## config.mk

```make
export PLATFORM = sky130hd
export DESIGN_NAME = alu_seq_ctrl
export DESIGN_NICKNAME = d
export VERILOG_FILES = /design/src/rtl/alu_seq_ctrl.sv
export SDC_FILE = /design/constraint.sdc
export NUM_CORES = 1
export LEC_CHECK = 0
export ABC_AREA = 1
export BUFFER_PORTS_ARGS = -buffer_cell sky130_fd_sc_hd__buf_2
export CAP_MARGIN = 40
export CORE_ASPECT_RATIO = 1.25
export CORE_MARGIN = 2
export CORE_UTILIZATION = 45
export CTS_CLUSTER_DIAMETER = 200
export DETAILED_ROUTE_END_ITERATION = 8
export PLACE_DENSITY = 0.65
export SYNTH_ARGS = -nofsm -noshare
export SYNTH_HDL_FRONTEND = slang
export SYNTH_SLANG_ARGS = --single-unit
```

## constraint.sdc

```tcl
create_clock -name hz100 -period 6 [get_ports hz100]
set_input_delay 0.6 -clock hz100 [delete_from_list [all_inputs] [get_ports hz100]]
set_output_delay 0.6 -clock hz100 [all_outputs]
set_load 0.05 [all_outputs]
```

## src/rtl/alu_seq_ctrl.sv

```systemverilog
// Nibble-serial ALU sequencer: one W-bit operation stepped 4 bits per cycle, LSB nibble first.
// Optional abort input is enabled by defining ALU_SEQ_ABORT_EN.
module alu_seq_ctrl #(
  parameter int NIB = 4
) (
  input  logic               hz100,
  input  logic               reset,
  input  logic               start,
`ifdef ALU_SEQ_ABORT_EN
  input  logic               abort,
`endif
  input  logic [2:0]         op,
  input  logic [4*NIB-1:0]   a,
  input  logic [4*NIB-1:0]   b,
  output logic               busy,
  output logic               done,
  output logic [4*NIB-1:0]   result,
  output logic               carry,
  output logic               ovf,
  output logic               zero,
  output logic [2:0]         nib_idx
);

  localparam int W = 4 * NIB;
  localparam logic [2:0] LAST_IDX = 3'(NIB - 1);

  localparam logic [2:0] OP_ADD = 3'd0;
  localparam logic [2:0] OP_SUB = 3'd1;
  localparam logic [2:0] OP_NOT = 3'd2;
  localparam logic [2:0] OP_AND = 3'd3;
  localparam logic [2:0] OP_OR  = 3'd4;
  localparam logic [2:0] OP_XOR = 3'd5;
  localparam logic [2:0] OP_SHL = 3'd6;
  localparam logic [2:0] OP_SHR = 3'd7;

  typedef enum logic [1:0] {
    S_IDLE = 2'd0,
    S_RUN  = 2'd1,
    S_DONE = 2'd2
  } state_t;

  state_t         state_r;
  logic [2:0]     op_r;
  logic [W-1:0]   a_r;
  logic [W-1:0]   b_r;
  logic [W-1:0]   partial_r;
  logic           chain_r;
  logic [2:0]     nib_idx_r;
  logic           busy_r;
  logic           done_r;
  logic [W-1:0]   result_r;
  logic           carry_r;
  logic           ovf_r;
  logic           zero_r;

  logic [4:0]     base_s;
  logic [3:0]     a_nib_s;
  logic [3:0]     b_nib_s;
  logic           fill_s;
  logic           last_s;
  logic [4:0]     nib_res_s;
  logic [W-1:0]   nib_mask_s;
  logic [W-1:0]   nib_ins_s;
  logic [W-1:0]   next_partial_s;
  logic [W-1:0]   b_eff_s;
  logic           carry_next_s;
  logic           ovf_next_s;
  logic           abort_s;

  // Returns {chain_out, nibble} for one 4-bit slice of the selected operation.
  function automatic logic [4:0] nib_op(input logic [2:0] f_op, input logic [3:0] ak,
                                        input logic [3:0] bk, input logic c, input logic fill);
    logic [4:0] res;
    case (f_op)
      OP_ADD:  res = {1'b0, ak} + {1'b0, bk} + {4'b0000, c};
      OP_SUB:  res = {1'b0, ak} + {1'b0, ~bk} + {4'b0000, c};
      OP_NOT:  res = {1'b0, ~ak};
      OP_AND:  res = {1'b0, ak & bk};
      OP_OR:   res = {1'b0, ak | bk};
      OP_XOR:  res = {1'b0, ak ^ bk};
      OP_SHL:  res = {ak, c};
      OP_SHR:  res = {1'b0, fill, ak[3:1]};
      default: res = 5'b00000;
    endcase
    return res;
  endfunction

`ifdef ALU_SEQ_ABORT_EN
  assign abort_s = abort;
`else
  assign abort_s = 1'b0;
`endif

  // Slice the current nibble, compute it, and merge it into the partial result.
  always_comb begin
    base_s         = {nib_idx_r, 2'b00};
    a_nib_s        = 4'(a_r >> base_s);
    b_nib_s        = 4'(b_r >> base_s);
    last_s         = (nib_idx_r == LAST_IDX);
    if (last_s) begin
      fill_s = 1'b0;
    end else begin
      fill_s = 1'(a_r >> ({1'b0, base_s} + 6'd4));
    end
    nib_res_s      = nib_op(op_r, a_nib_s, b_nib_s, chain_r, fill_s);
    nib_mask_s     = W'(4'hF) << base_s;
    nib_ins_s      = W'(nib_res_s[3:0]) << base_s;
    next_partial_s = (partial_r & ~nib_mask_s) | nib_ins_s;
    if (op_r == OP_SUB) begin
      b_eff_s = ~b_r;
    end else begin
      b_eff_s = b_r;
    end
    case (op_r)
      OP_ADD, OP_SUB: begin
        carry_next_s = nib_res_s[4];
        ovf_next_s   = (a_r[W-1] == b_eff_s[W-1]) && (next_partial_s[W-1] != a_r[W-1]);
      end
      OP_SHL: begin
        carry_next_s = a_r[W-1];
        ovf_next_s   = 1'b0;
      end
      OP_SHR: begin
        carry_next_s = a_r[0];
        ovf_next_s   = 1'b0;
      end
      default: begin
        carry_next_s = 1'b0;
        ovf_next_s   = 1'b0;
      end
    endcase
  end

  // Sequencer FSM with registered status, result and flag outputs.
  always_ff @(posedge hz100) begin
    if (reset) begin
      state_r   <= S_IDLE;
      op_r      <= 3'd0;
      a_r       <= '0;
      b_r       <= '0;
      partial_r <= '0;
      chain_r   <= 1'b0;
      nib_idx_r <= 3'd0;
      busy_r    <= 1'b0;
      done_r    <= 1'b0;
      result_r  <= '0;
      carry_r   <= 1'b0;
      ovf_r     <= 1'b0;
      zero_r    <= 1'b0;
    end else begin
      case (state_r)
        S_IDLE: begin
          done_r <= 1'b0;
          if (start) begin
            op_r      <= op;
            a_r       <= a;
            b_r       <= b;
            partial_r <= '0;
            chain_r   <= (op == OP_SUB);
            nib_idx_r <= 3'd0;
            busy_r    <= 1'b1;
            state_r   <= S_RUN;
          end else begin
            busy_r <= 1'b0;
          end
        end
        S_RUN: begin
          if (abort_s) begin
            // Abandon the operation; previously reported result and flags stay intact.
            nib_idx_r <= 3'd0;
            busy_r    <= 1'b0;
            state_r   <= S_IDLE;
          end else begin
            partial_r <= next_partial_s;
            chain_r   <= nib_res_s[4];
            if (last_s) begin
              nib_idx_r <= 3'd0;
              busy_r    <= 1'b0;
              done_r    <= 1'b1;
              result_r  <= next_partial_s;
              carry_r   <= carry_next_s;
              ovf_r     <= ovf_next_s;
              zero_r    <= (next_partial_s == '0);
              state_r   <= S_DONE;
            end else begin
              nib_idx_r <= nib_idx_r + 3'd1;
            end
          end
        end
        S_DONE: begin
          done_r  <= 1'b0;
          state_r <= S_IDLE;
        end
        default: begin
          nib_idx_r <= 3'd0;
          busy_r    <= 1'b0;
          done_r    <= 1'b0;
          state_r   <= S_IDLE;
        end
      endcase
    end
  end

  assign busy    = busy_r;
  assign done    = done_r;
  assign result  = result_r;
  assign carry   = carry_r;
  assign ovf     = ovf_r;
  assign zero    = zero_r;
  assign nib_idx = nib_idx_r;

endmodule

```

After elaboration in Yosys (flattened, before gate mapping)
Cells that the tools add are included.

cells by class
  add/subtract/negate cells = 6
  multipliers = 0
  divide/modulo/power cells = 0
  order comparisons = 0
  eq/ne operators = 15
  shifts and indexed selects = 5
  multiplexer cells = 18
  bitwise logic cells = 11
  reduce and logical (&&, ||, !) cells = 13

operator list
  cell                  count
  $pmux 5 s8            1
  $mux 16               2
  $not 16->16           2
  $pmux 16 s2           1
  $shr 16x5->4          2
  $and 16x16->16        1
  $logic_not 16->1      1
  $or 16x16->16         1
  $shl 4x5->16          1
  $shl 4x5->16 const A  1
  $shr 16x6->1          1
  $eq 3x3->1 const B    4
  $reduce_and 2->1      6
  $add 4x4->5           2
  $add 5x1->5           2
  $eq 3x2->1 const B    3
  $pmux 3 s3            1
  $not 4->4             2
  $add 5x3->6 const B   1
  $eq 3x1->1 const B    2
  $mux 3                2
  $pmux 1 s3            2
  $mux 1                5
  $and 4x4->4           1
  17 further kinds      21

storage, ports and cells
  flip-flop bits (word level) = 78
  bits in latches = 0
  memory bits (writable) = 0
  bits in read-only memories = 0
  input port bits = 38
  logic and storage cells = 81
  memories = 0

Longest topological paths before layout
Gate-level depths: netlist of the first run.

  word-level depth = 10
  gate-level depth with buffers = 22

Worst setup path before layout of the first run
Ideal clock, no wire load.

  path kind = register -> register
  start = register nib_idx_r[0] (netlist: nib_idx[0])
  end = register zero_r (netlist: zero)
  library setup time = 67 ps
  arrival time = 3,505 ps
  slack = 2,428 ps
  stages on the path, launching flop included = 19
  buffers on the path = 3
  cells stage by stage = dfxtp_1 -> buf_2 -> buf_2 -> buf_1 -> o21a_1 -> o21ai_0 -> nand2_1 -> inv_1 -> fa_1 -> inv_1 -> fa_1 -> or2_1 -> nand4_1 -> nand2_1 -> nor2_1 -> nand2_1 -> nor2_1 -> nand3_1 -> a21oi_2

on the way
  word-level cells in the longest chain between the ends = 8
  elaborated cells between the ends (all ways) = 23
  classes of those cells = add/sub: 5; eq/ne: 1; shift: 5; mux: 2; bitwise: 8; reduce/logical: 2

RTL lines
  item                    RTL line  text
  start, declared         48        logic [2:0] nib_idx_r;
  start signal, assigned  186       nib_idx_r <= nib_idx_r + 3'd1;
  $shr 16x5->4            98        b_nib_s = 4'(b_r >> base_s);
  $not 4->4               76        OP_SUB: res = {1'b0, ak} + {1'b0, ~bk} + {4'b0000, c};
  $add 4x4->5             76
  $add 5x1->5             76
  $pmux 5 s8              74        case (f_op)
  $shl 4x5->16            107       nib_ins_s = W'(nib_res_s[3:0]) << base_s;
  $or 16x16->16           108       next_partial_s = (partial_r & ~nib_mask_s) | nib_ins_s;
  $logic_not 16->1        183       zero_r <= (next_partial_s == '0);
  end signal, assigned    183
  end, declared           54        logic zero_r;

Several ways; a longest one is shown, not always the timed one.
A chain may end at the register's enable or synchronous reset.

Worst setup path in the final report of the first run
  start = register nib_idx_r[1] (netlist: nib_idx[1])
  end = register zero_r (netlist: zero)

The elaborated chain is that of the path after synthesis.

==> results of run 1 <==
registers in the layout (all words and copies together), names as in the netlist, 2 cells and up:
name	flops
a_r	16
state_r	2
op_r	3
b_r	16
nib_idx	3
result	16
partial_r	16
worst register-to-register path: stages, from the launching register on:
cell	delay [ns]
dfxtp_1	0.41
nor2_1	0.67
o21a_1	0.21
o21ai_0	0.07
nand2_1	0.17
inv_1	0.11
fa_1	0.39
inv_1	0.08
fa_1	0.40
or2_1	0.29
nand4_1	0.11
nand2_1	0.08
nor2_1	0.11
nand2_1	0.05
nor2_1	0.10
nand3_1	0.09
a21oi_2	0.11
power groups by stage:
stage                     Sequential [mW]  Clock, mW  Combinational [mW]
after floorplan                     0.570          0               0.224
after global placement              0.573          0               0.305
after detailed placement            0.573          0               0.305
after CTS                           0.562      0.549               0.307
after global routing                0.565      0.571               0.354
final                               0.562      0.544               0.308
per-stage QoR:
stage | std cells | util | worst slack [ns] | hold WS (ns)
after CTS | 792 | 0.536 | 2.49 | 0.454
after detailed placement | 776 | 0.503 | 2.51 | 0.444
final | 792 | 0.536 | 2.47 | 0.454
after floorplan | 615 | - | 2.43 | 0.429
after global placement | 776 | 0.503 | 2.62 | 0.445
after global routing | 792 | 0.536 | 2.11 | 0.478
synthesized netlist by cell type, types with 7 or more instances:
| cell type | number |
|---|---|
| a21oi_1 | 30 |
| clkbuf_1 | 18 |
| dfxtp_1 | 78 |
| ha_1 | 20 |
| inv_1 | 84 |
| inv_2 | 7 |
| nand2_1 | 111 |
| nand3_1 | 37 |
| nand4_1 | 21 |
| nor2_1 | 77 |
| o21a_1 | 7 |
| o21ai_0 | 68 |
| o22ai_1 | 12 |
layout by cell type (no fill, tap or decap), types with 2 or more instances in the layout:
cell	instances
nand3_1	37
ha_1	20
inv_2	7
clkinv_2	2
o21ai_0	68
inv_1	84
o22ai_1	12
clkbuf_16	9
nand4_1	21
or2_2	2
nand2_1	111
nor2_1	77
a21oi_1	30
nand3_2	3
a211oi_1	2
clkinvlp_4	2
xor2_1	2
dfxtp_1	78
nor2_4	3
buf_4	4
nand3b_1	2
nand2_2	3
buf_2	61
o21a_1	7
nor2_2	3
fa_1	4
kinds of logic after synthesis:
family | after synthesis | share of synthesized area
adders and majority gates | 24 | 0.0778
and+or+nand+nor | 266 | 0.279
buffers and inverters | 119 | 0.109
xor gates and xnor gates | 2 | 0.00413
DFF | 78 | 0.368
AOI/OAI and AO/OA | 126 | 0.162
routing by layer:
metal  part of all wire  vias to the layer above  GRT usage
li1                   -                     2092          -
met1               0.46                     1861      0.298
met2               0.48                       86      0.386
met3              0.040                       16     0.0416
met4              0.019                        0     0.0798
met5                  0                        -          0
worst paths after layout:
check / from / end / cells past startpoint
hold / removal: a_r[14] / a_r[14] / 2
setup reg to reg: nib_idx[1] / zero / 16
hold reg to reg: a_r[14] / a_r[14] / 2
setup / recovery: nib_idx[1] / zero / 16
layout make-up:
| type | instances | area (sq um) |
|---|---|---|
| Clock inverter | 7 | 72.6 |
| Sequential cell | 78 | 1560 |
| Timing Repair Buffer | 65 | 335 |
| Clock buffer | 9 | 225 |
| Multi-Input combinational cell | 418 | 2220 |
| Tap cell | 123 | 154 |
| Fill cell | 948 | 4260 |
| Inverter | 92 | 345 |
==> impl_metrics.toml, run 1 <==
[timing]
post-route-min-period_ns = 3.53
hold_violations = 0
tns_ns = 0
maxSlewHeadroom = 0.454
slew_viol_final = 0
tightestPinTransition_ns = 0.816
fin_crit_sh = 0.588
rsz0062_at_grt = "no"
setup_violations = 0
max_freq_mhz = 284
clock_skew_ns = 0.00912

[yosys]
synth_cells = 615
synth_top_area_frac = 0.368
mappedNetlistArea_sq_um = 4250
synth-edff-count = 0
yosys-top-cells-area = "dfxtp_1, nand2_1, o21ai_0, inv_1, nor2_1"
yosysSeqAreaShare = 0.368
avgSynthCellArea_sq_um = 6.90
ys_seq_elements = 78
yosysUniqueCellTypes = 38
async_flop_share = 0
synth_top_area_cell = "dfxtp_1"
synth-main-ff-cell = "dfxtp_1"
syn-num-nets = 677
ys_warn_count = 0

[placement]
place.gp.congestion = 0.962
placed_area_sq_um = 4620
port_buffers = 61
dpl.hpwl_um = 8440

[layout]
fin_nets = 726
n_antenna_cell = 0
syn_to_final_growth_pct = 15.8
stdcell_area_sq_um = 4910
layout-drive-gt1-share = 0.158

[floorplanning]
ioPinCount = 62
core-area_sq_um = 9170
num_rows = 39
start_util = 0.463
die_h_um = 113
die_x_um = 90.9
dieArea_sq_um = 10200

[critical_path]
critPathSlowestCell = "nor2_1"
crit_type = "flip-flop to flip-flop"
cp-start-kind = "flip-flop"
crit_path_max_fanout = 13
critPathMaxStageDelay_ns = 0.67
reg2reg_setup_slack_ns = 2.47
worstPathRequired_ns = 6.27
end_kind = "flip-flop"
crit_chain = "nor2_1 -> o21a_1 -> o21ai_0 -> nand2_1 -> inv_1 -> fa_1 -> inv_1 -> fa_1 -> or2_1 -> nand4_1 -> nand2_1 -> nor2_1 -> nand2_1 -> nor2_1 -> nand3_1 -> a21oi_2"
crit_buf_inv = 2
cpLargestDelayFamily = "simple AND/OR/NAND/NOR gates"
crit_arrival_ns = 3.80

[drt]
drc_errors = 0
wl_per_cell_um = 14.0
ant_nets = 0
vias = 4055
firstDrtPassIters = 5
via_per_inst = 5.12
drt_iter0_drc = 198
drt_wl_total_um = 11100

[power_and_ir_drop]
pwr-share-clk = 0.385
p_leak_nw = 2.26
p_seq_frac = 0.397
finalPower_mw = 1.41
power_density_nw_per_um2 = 288
power.switching_mw = 0.448
ir_worst_vdd_uv = 209
switching_share = 0.317
p_int_mw = 0.966
power_frac_comb = 0.218

[global_routing]
grt_max_degree = 49
grt_pass1_vias = 3820
track_usage = 0.230
grt_pass1_wl_um = 18800
grt_overflow = 0
antenna_found_initial = 0

[cts]
clockRootBuffer = "clkbuf_16"
clk_path_buf_depth = 2
clk_latency_ns = 0.34
cts_tree = "done"
numCtsBuffers = 9
path_clk_slew_ns = 0.06
cts.htree.levels = 3
cts_setup_buffers = 0
clock-sinks = 78
hold_buffers = 0
cts.repair.resized = 0

[run]
maxCapViolCount = 0

[hold_path]
holdCritPathClass = "flip-flop to flip-flop"

[outcome]
outcome = "completed"
Power figures use the tool's default switching activity.
==> inputs of run 2 (changes only) <==
==> constraint.sdc (replaced) <==
create_clock -name hz100 -period 3.35 [get_ports hz100]
set_input_delay 0.335 -clock hz100 [delete_from_list [all_inputs] [get_ports hz100]]
set_output_delay 0.335 -clock hz100 [all_outputs]
set_load 0.05 [all_outputs]
==> run 2 against run 1 <==
  * Critical path depth up 2
  * Die area unchanged
  * Fmax grew 14%
  * Non-clock buffer count rose by 14
  * Sequential power rose by 80%
  * Wire length increased by 3.9%
  * Final cell count rose by 1.8%
  * Critical path type unchanged
  * Largest power group unchanged
==> impl_metrics.toml, run 2 (same netlist as run 1, synthesis figures left out) <==
[timing]
layout_setup_ws_ns = 0.264
clock_skew_ns = 0.00999
fin_crit_sh = 0.921
max_freq_mhz = 324
post-route-min-period_ns = 3.09
hold_violations = 0
tightestPinTransition_ns = 0.732
maxSlewHeadroom = 0.511
setup_violations = 0
slew_viol_final = 0
hold_slack_ns = 0.220

[drt]
firstDrtPassIters = 5
drt_wl_total_um = 11500
drc_errors = 0
drt_iter0_drc = 255
vias = 4110
wl_per_cell_um = 14.3
ant_nets = 0
via_per_inst = 5.10

[cts]
cts_tree = "done"
clk_path_buf_depth = 2
clock-sinks = 78
clockRootBuffer = "clkbuf_16"
path_clk_slew_ns = 0.06
numCtsBuffers = 9
cts.htree.levels = 3
clk_latency_ns = 0.34

[outcome]
outcome = "completed"

[placement]
dp_slack_ns = 0.137
place.gp.congestion = 0.954
placed_area_sq_um = 4670
port_buffers = 61
dpl.hpwl_um = 8560

[floorplanning]
die_x_um = 90.9
ioPinCount = 62
die_h_um = 113
core-area_sq_um = 9170
num_rows = 39
start_util = 0.463
dieArea_sq_um = 10200

[global_routing]
grt_pass1_wl_um = 19200
grt_overflow = 0
track_usage = 0.235
grt_pass1_vias = 3994
grt_max_degree = 53
antenna_found_initial = 0

[critical_path]
reg2reg_from = "nib_idx[0]"
crit_arrival_ns = 3.36
crit_path_max_fanout = 13
critPathMaxStageDelay_ns = 0.39
end_kind = "flip-flop"
crit_chain = "buf_4 -> o21a_1 -> o21ai_0 -> nand2_1 -> fa_2 -> fa_1 -> or2_2 -> nand3_1 -> nand3_1 -> nor2_2 -> nand2_2 -> nand4_1 -> nand2_1 -> nor2_1 -> nand2_1 -> nor2_1 -> nand3_1 -> a21oi_2"
worstPathRequired_ns = 3.63
critPathSlowestCell = "fa_2"
cp-start-kind = "flip-flop"
crit_type = "flip-flop to flip-flop"
worstSetupStartpoint = "nib_idx[0]"

[power_and_ir_drop]
p_leak_nw = 2.32
power_density_nw_per_um2 = 499
finalPower_mw = 2.50
ir_worst_vdd_uv = 404

[layout]
final_common_cell = "nand2_1"
syn_to_final_growth_pct = 18.2
n_antenna_cell = 0
final_cell_mix = "nand2_1, inv_1, nor2_1"
fin_nets = 740
fin_util = 0.547
layout-drive-gt1-share = 0.183
stdcell_area_sq_um = 5020

[hold_path]
holdCritPathClass = "primary input to flip-flop"
hp-start = "b[4]"

[run]
maxCapViolCount = 0
run 2: cell types whose count changed in the layout (fill, tap and decap cells not counted), sizes merged:
cell    delta
buf       +14
bufinv     -1
clkbuf     +2
clkinv     -1
run 2: final timing paths:
path                                to  slack (ns)  cells after the start
worst min-delay path            b_r[4]        0.22                      3
worst max register to register    zero        0.26                     18
worst max-delay path              zero        0.26                     18
worst min register to register  a_r[6]        0.46                      2
run 2: per-stage QoR:
stage | std cells | setup TNS, ns
global route | 806 | -0.0397
floorplan | 615 | 0
detailed placement | 783 | 0
global placement | 783 | 0
finish | 806 | 0
CTS | 799 | 0
run 2: critical path: cells and delay by family, from the launching register on:
family,cells,cell delay [ns]
AOI/OAI and AO/OA,3,0.35
adders and majority gates,2,0.77
buffers and inverters,1,0.16
DFF,1,0.38
and+or+nand+nor,12,1.36
run 2: metal layers:
metal | vias up | GRT usage | wire, um
met5 | - | 0 | 0
li1 | 2110 | - | -
met3 | 26 | 0.0409 | 521
met1 | 1857 | 0.295 | 5190
met4 | 0 | 0.110 | 376
met2 | 117 | 0.395 | 5460
run 2: report_power, final:
part / internal, mW / switching, mW / total (mW)
Clock: 0.522 / 0.395 / 0.917
Combinational: 0.196 / 0.379 / 0.576
Sequential: 0.974 / 0.0356 / 1.01
Total: 1.69 / 0.810 / 2.50
run 2: what timing repair did:
action                                  CTS  global route
resized for setup                         0             6
hold buffers                              0             0
endpoints found under the setup margin    0             6
setup buffers                             0             7
run 2: layout make-up:
cell class / instances / area, sq um
Tap cell: 123 / 154
Timing Repair Buffer: 79 / 440
Clock buffer: 11 / 243
Fill cell: 958 / 4160
Multi-Input combinational cell: 418 / 2230
Clock inverter: 5 / 33.8
Sequential cell: 78 / 1570
Inverter: 92 / 348
==> inputs of run 3 (changes only) <==
--- a/config.mk
+++ b/config.mk
@@ -5,7 +5,7 @@
 export SDC_FILE = /design/constraint.sdc
 export NUM_CORES = 1
 export LEC_CHECK = 0
-export ABC_AREA = 1
+export ABC_AREA = 0
 export BUFFER_PORTS_ARGS = -buffer_cell sky130_fd_sc_hd__buf_2
 export CAP_MARGIN = 40
 export CORE_ASPECT_RATIO = 1.25
@@ -13,7 +13,7 @@
 export CORE_UTILIZATION = 45
 export CTS_CLUSTER_DIAMETER = 200
 export DETAILED_ROUTE_END_ITERATION = 8
-export PLACE_DENSITY = 0.65
+export PLACE_DENSITY = 0.66
 export SYNTH_ARGS = -nofsm -noshare
 export SYNTH_HDL_FRONTEND = slang
 export SYNTH_SLANG_ARGS = --single-unit
==> run 3 against run 2 <==
  * Flip-flop and latch count fell by 3
  * Final cell count fell by 16%
  * Sequential power fell by 5%
  * Clock power fell by 19%
  * Sequential share of layout area rose by 0.78 points
  * Synthesized cell count fell by 20%
  * First-iteration DRC count fell by 42%
  * Count of clock-buffer cells in the layout did not move
  * Die area fell by 5.1%
  * Largest cell class unchanged
  * Largest power group unchanged
==> impl_metrics.toml, run 3 <==
[outcome]
outcome = "completed"

[cts]
cts.htree.levels = 3
clk_path_buf_depth = 2
clk_latency_ns = 0.36
numCtsBuffers = 9
clock-sinks = 75
cts.repair.resized = 0
clockRootBuffer = "clkbuf_8"
path_clk_slew_ns = 0.08
hold_buffers = 0
cts_tree = "done"
cts_setup_buffers = 0

[layout]
fin_util = 0.541
n_antenna_cell = 0
final_cell_mix = "nand2_1, dfxtp_1, buf_2"
syn_to_final_growth_pct = 17.2
fin_nets = 617
layout-drive-gt1-share = 0.213
final_common_cell = "nand2_1"
stdcell_area_sq_um = 4710
instances_no_fill = 680

[drt]
ant_nets = 0
drt_wl_total_um = 10300
drc_errors = 0
vias = 3653
via_per_inst = 5.37
drt_iter0_drc = 147
wl_per_cell_um = 15.2
firstDrtPassIters = 5

[floorplanning]
dieArea_sq_um = 9710
num_rows = 38
ioPinCount = 62
start_util = 0.462
die_x_um = 88.5
core-area_sq_um = 8700
die_h_um = 110

[timing]
tightestPinTransition_ns = 0.889
tns_ns = 0
hold_slack_ns = 0.204
clock_skew_ns = 0.0114
rsz0062_at_grt = "no"
max_freq_mhz = 320
layout_setup_ws_ns = 0.227
fin_crit_sh = 0.932
post-route-min-period_ns = 3.12
setup_violations = 0
slew_viol_final = 0
maxSlewHeadroom = 0.405
hold_violations = 0

[global_routing]
track_usage = 0.227
grt_use_met1 = 0.292
met3_usage = 0.0428
grt_pass1_vias = 3432
grt_pass1_wl_um = 17000
grt_max_degree = 42
antenna_found_initial = 0
grt_overflow = 0
grtUsageMet2 = 0.370
busiest_layer = "met2"

[yosys]
yosys-top-cells-area = "dfxtp_1, nand2_1, ha_1, a21oi_1, o21ai_0"
async_flop_share = 0
yosysSeqAreaShare = 0.374
ys_warn_count = 0
mappedNetlistArea_sq_um = 4020
syn-num-nets = 557
synth-edff-count = 0
synth_most_common_cell = "nand2_1"
ys_seq_elements = 75
yosysUniqueCellTypes = 59
synth_cells = 495
synth_top_area_frac = 0.374
avgSynthCellArea_sq_um = 8.12
synth_top_area_cell = "dfxtp_1"
yosys-top-cells-count = "nand2_1, dfxtp_1, a21oi_1"
synth-main-ff-cell = "dfxtp_1"

[critical_path]
crit_type = "flip-flop to flip-flop"
critPathMaxStageDelay_ns = 0.52
crit_arrival_ns = 3.37
end_kind = "flip-flop"
worstPathRequired_ns = 3.60
crit_buf_inv = 1
crit_chain = "mux4_2 -> and2_4 -> inv_1 -> fa_2 -> fa_2 -> o21ai_0 -> nand2_1 -> nand2_1 -> o32a_1 -> a221oi_2 -> nor3_1"
critPathSlowestCell = "fa_2"
cp-start-kind = "flip-flop"
crit_path_max_fanout = 13
cpLargestDelayFamily = "adder cells"

[placement]
dpl.hpwl_um = 7630
place_inst = 664
port_buffers = 61
placed_area_sq_um = 4490
place.gp.congestion = 0.869
dp_slack_ns = 0.101

[power_and_ir_drop]
p_leak_nw = 1.96
finalPower_mw = 2.14
ir_worst_vdd_uv = 393
power_density_nw_per_um2 = 456

[run]
maxCapViolCount = 0

[hold_path]
holdCritPathClass = "primary input to flip-flop"
run 3: cell count changes after synthesis, sizes merged, moves of 18 or more:
cell	before	now
nand3	40	3
nor2	83	27
nand4	22	1
o21ai	70	25
a21oi	31	49
inv	91	23
run 3: cell type report:
type / instances / area [sq um]
clock buffer: 11 / 151
clock inverter: 5 / 60.1
fill: 860 / 3990
inverter: 23 / 86.3
multi-input combinational: 368 / 2320
sequential: 75 / 1510
tap: 120 / 150
timing repair buffer: 78 / 433
run 3: final timing paths:
check	start	to	slack [ns]	depth (start not counted)
setup / recovery	nib_idx[0]	result[1]	0.23	11
hold / removal	a[10]	a_r[10]	0.20	3
setup reg to reg	nib_idx[0]	result[1]	0.23	11
hold reg to reg	result[5]	result[5]	0.45	2
run 3: routing by layer:
| metal | vias to the layer above | part of all wire | wire, um |
|---|---|---|---|
| met5 | - | 0 | 0 |
| met4 | 0 | 0.025 | 259 |
| met3 | 20 | 0.038 | 389 |
| met2 | 100 | 0.50 | 5120 |
| met1 | 1694 | 0.44 | 4540 |
| li1 | 1839 | - | - |
run 3: tightest hold or removal path: stages:
cell	delay, ns
buf_2	0.09
nand2_1	0.05
a21oi_1	0.05
run 3: report_power, final:
part           total [mW]  internal [mW]  switching (mW)
sequential          0.955          0.925          0.0301
combinational       0.444          0.176           0.268
clock               0.746          0.387           0.358
total                2.14           1.49           0.656
run 3: logic make-up (layout without fill, tap and decap cells):
family | Yosys count | in the layout | synth area share
AND/OR/NAND/NOR | 193 | 193 | 0.215
multiplexers | 12 | 12 | 0.0433
XOR/XNOR | 2 | 2 | 0.00436
flip-flops | 75 | 75 | 0.374
AO/OA/AOI/OAI | 137 | 137 | 0.229
buffers and inverters | 52 | 117 | 0.0529
adder cells (fa/ha/maj) | 24 | 24 | 0.0822
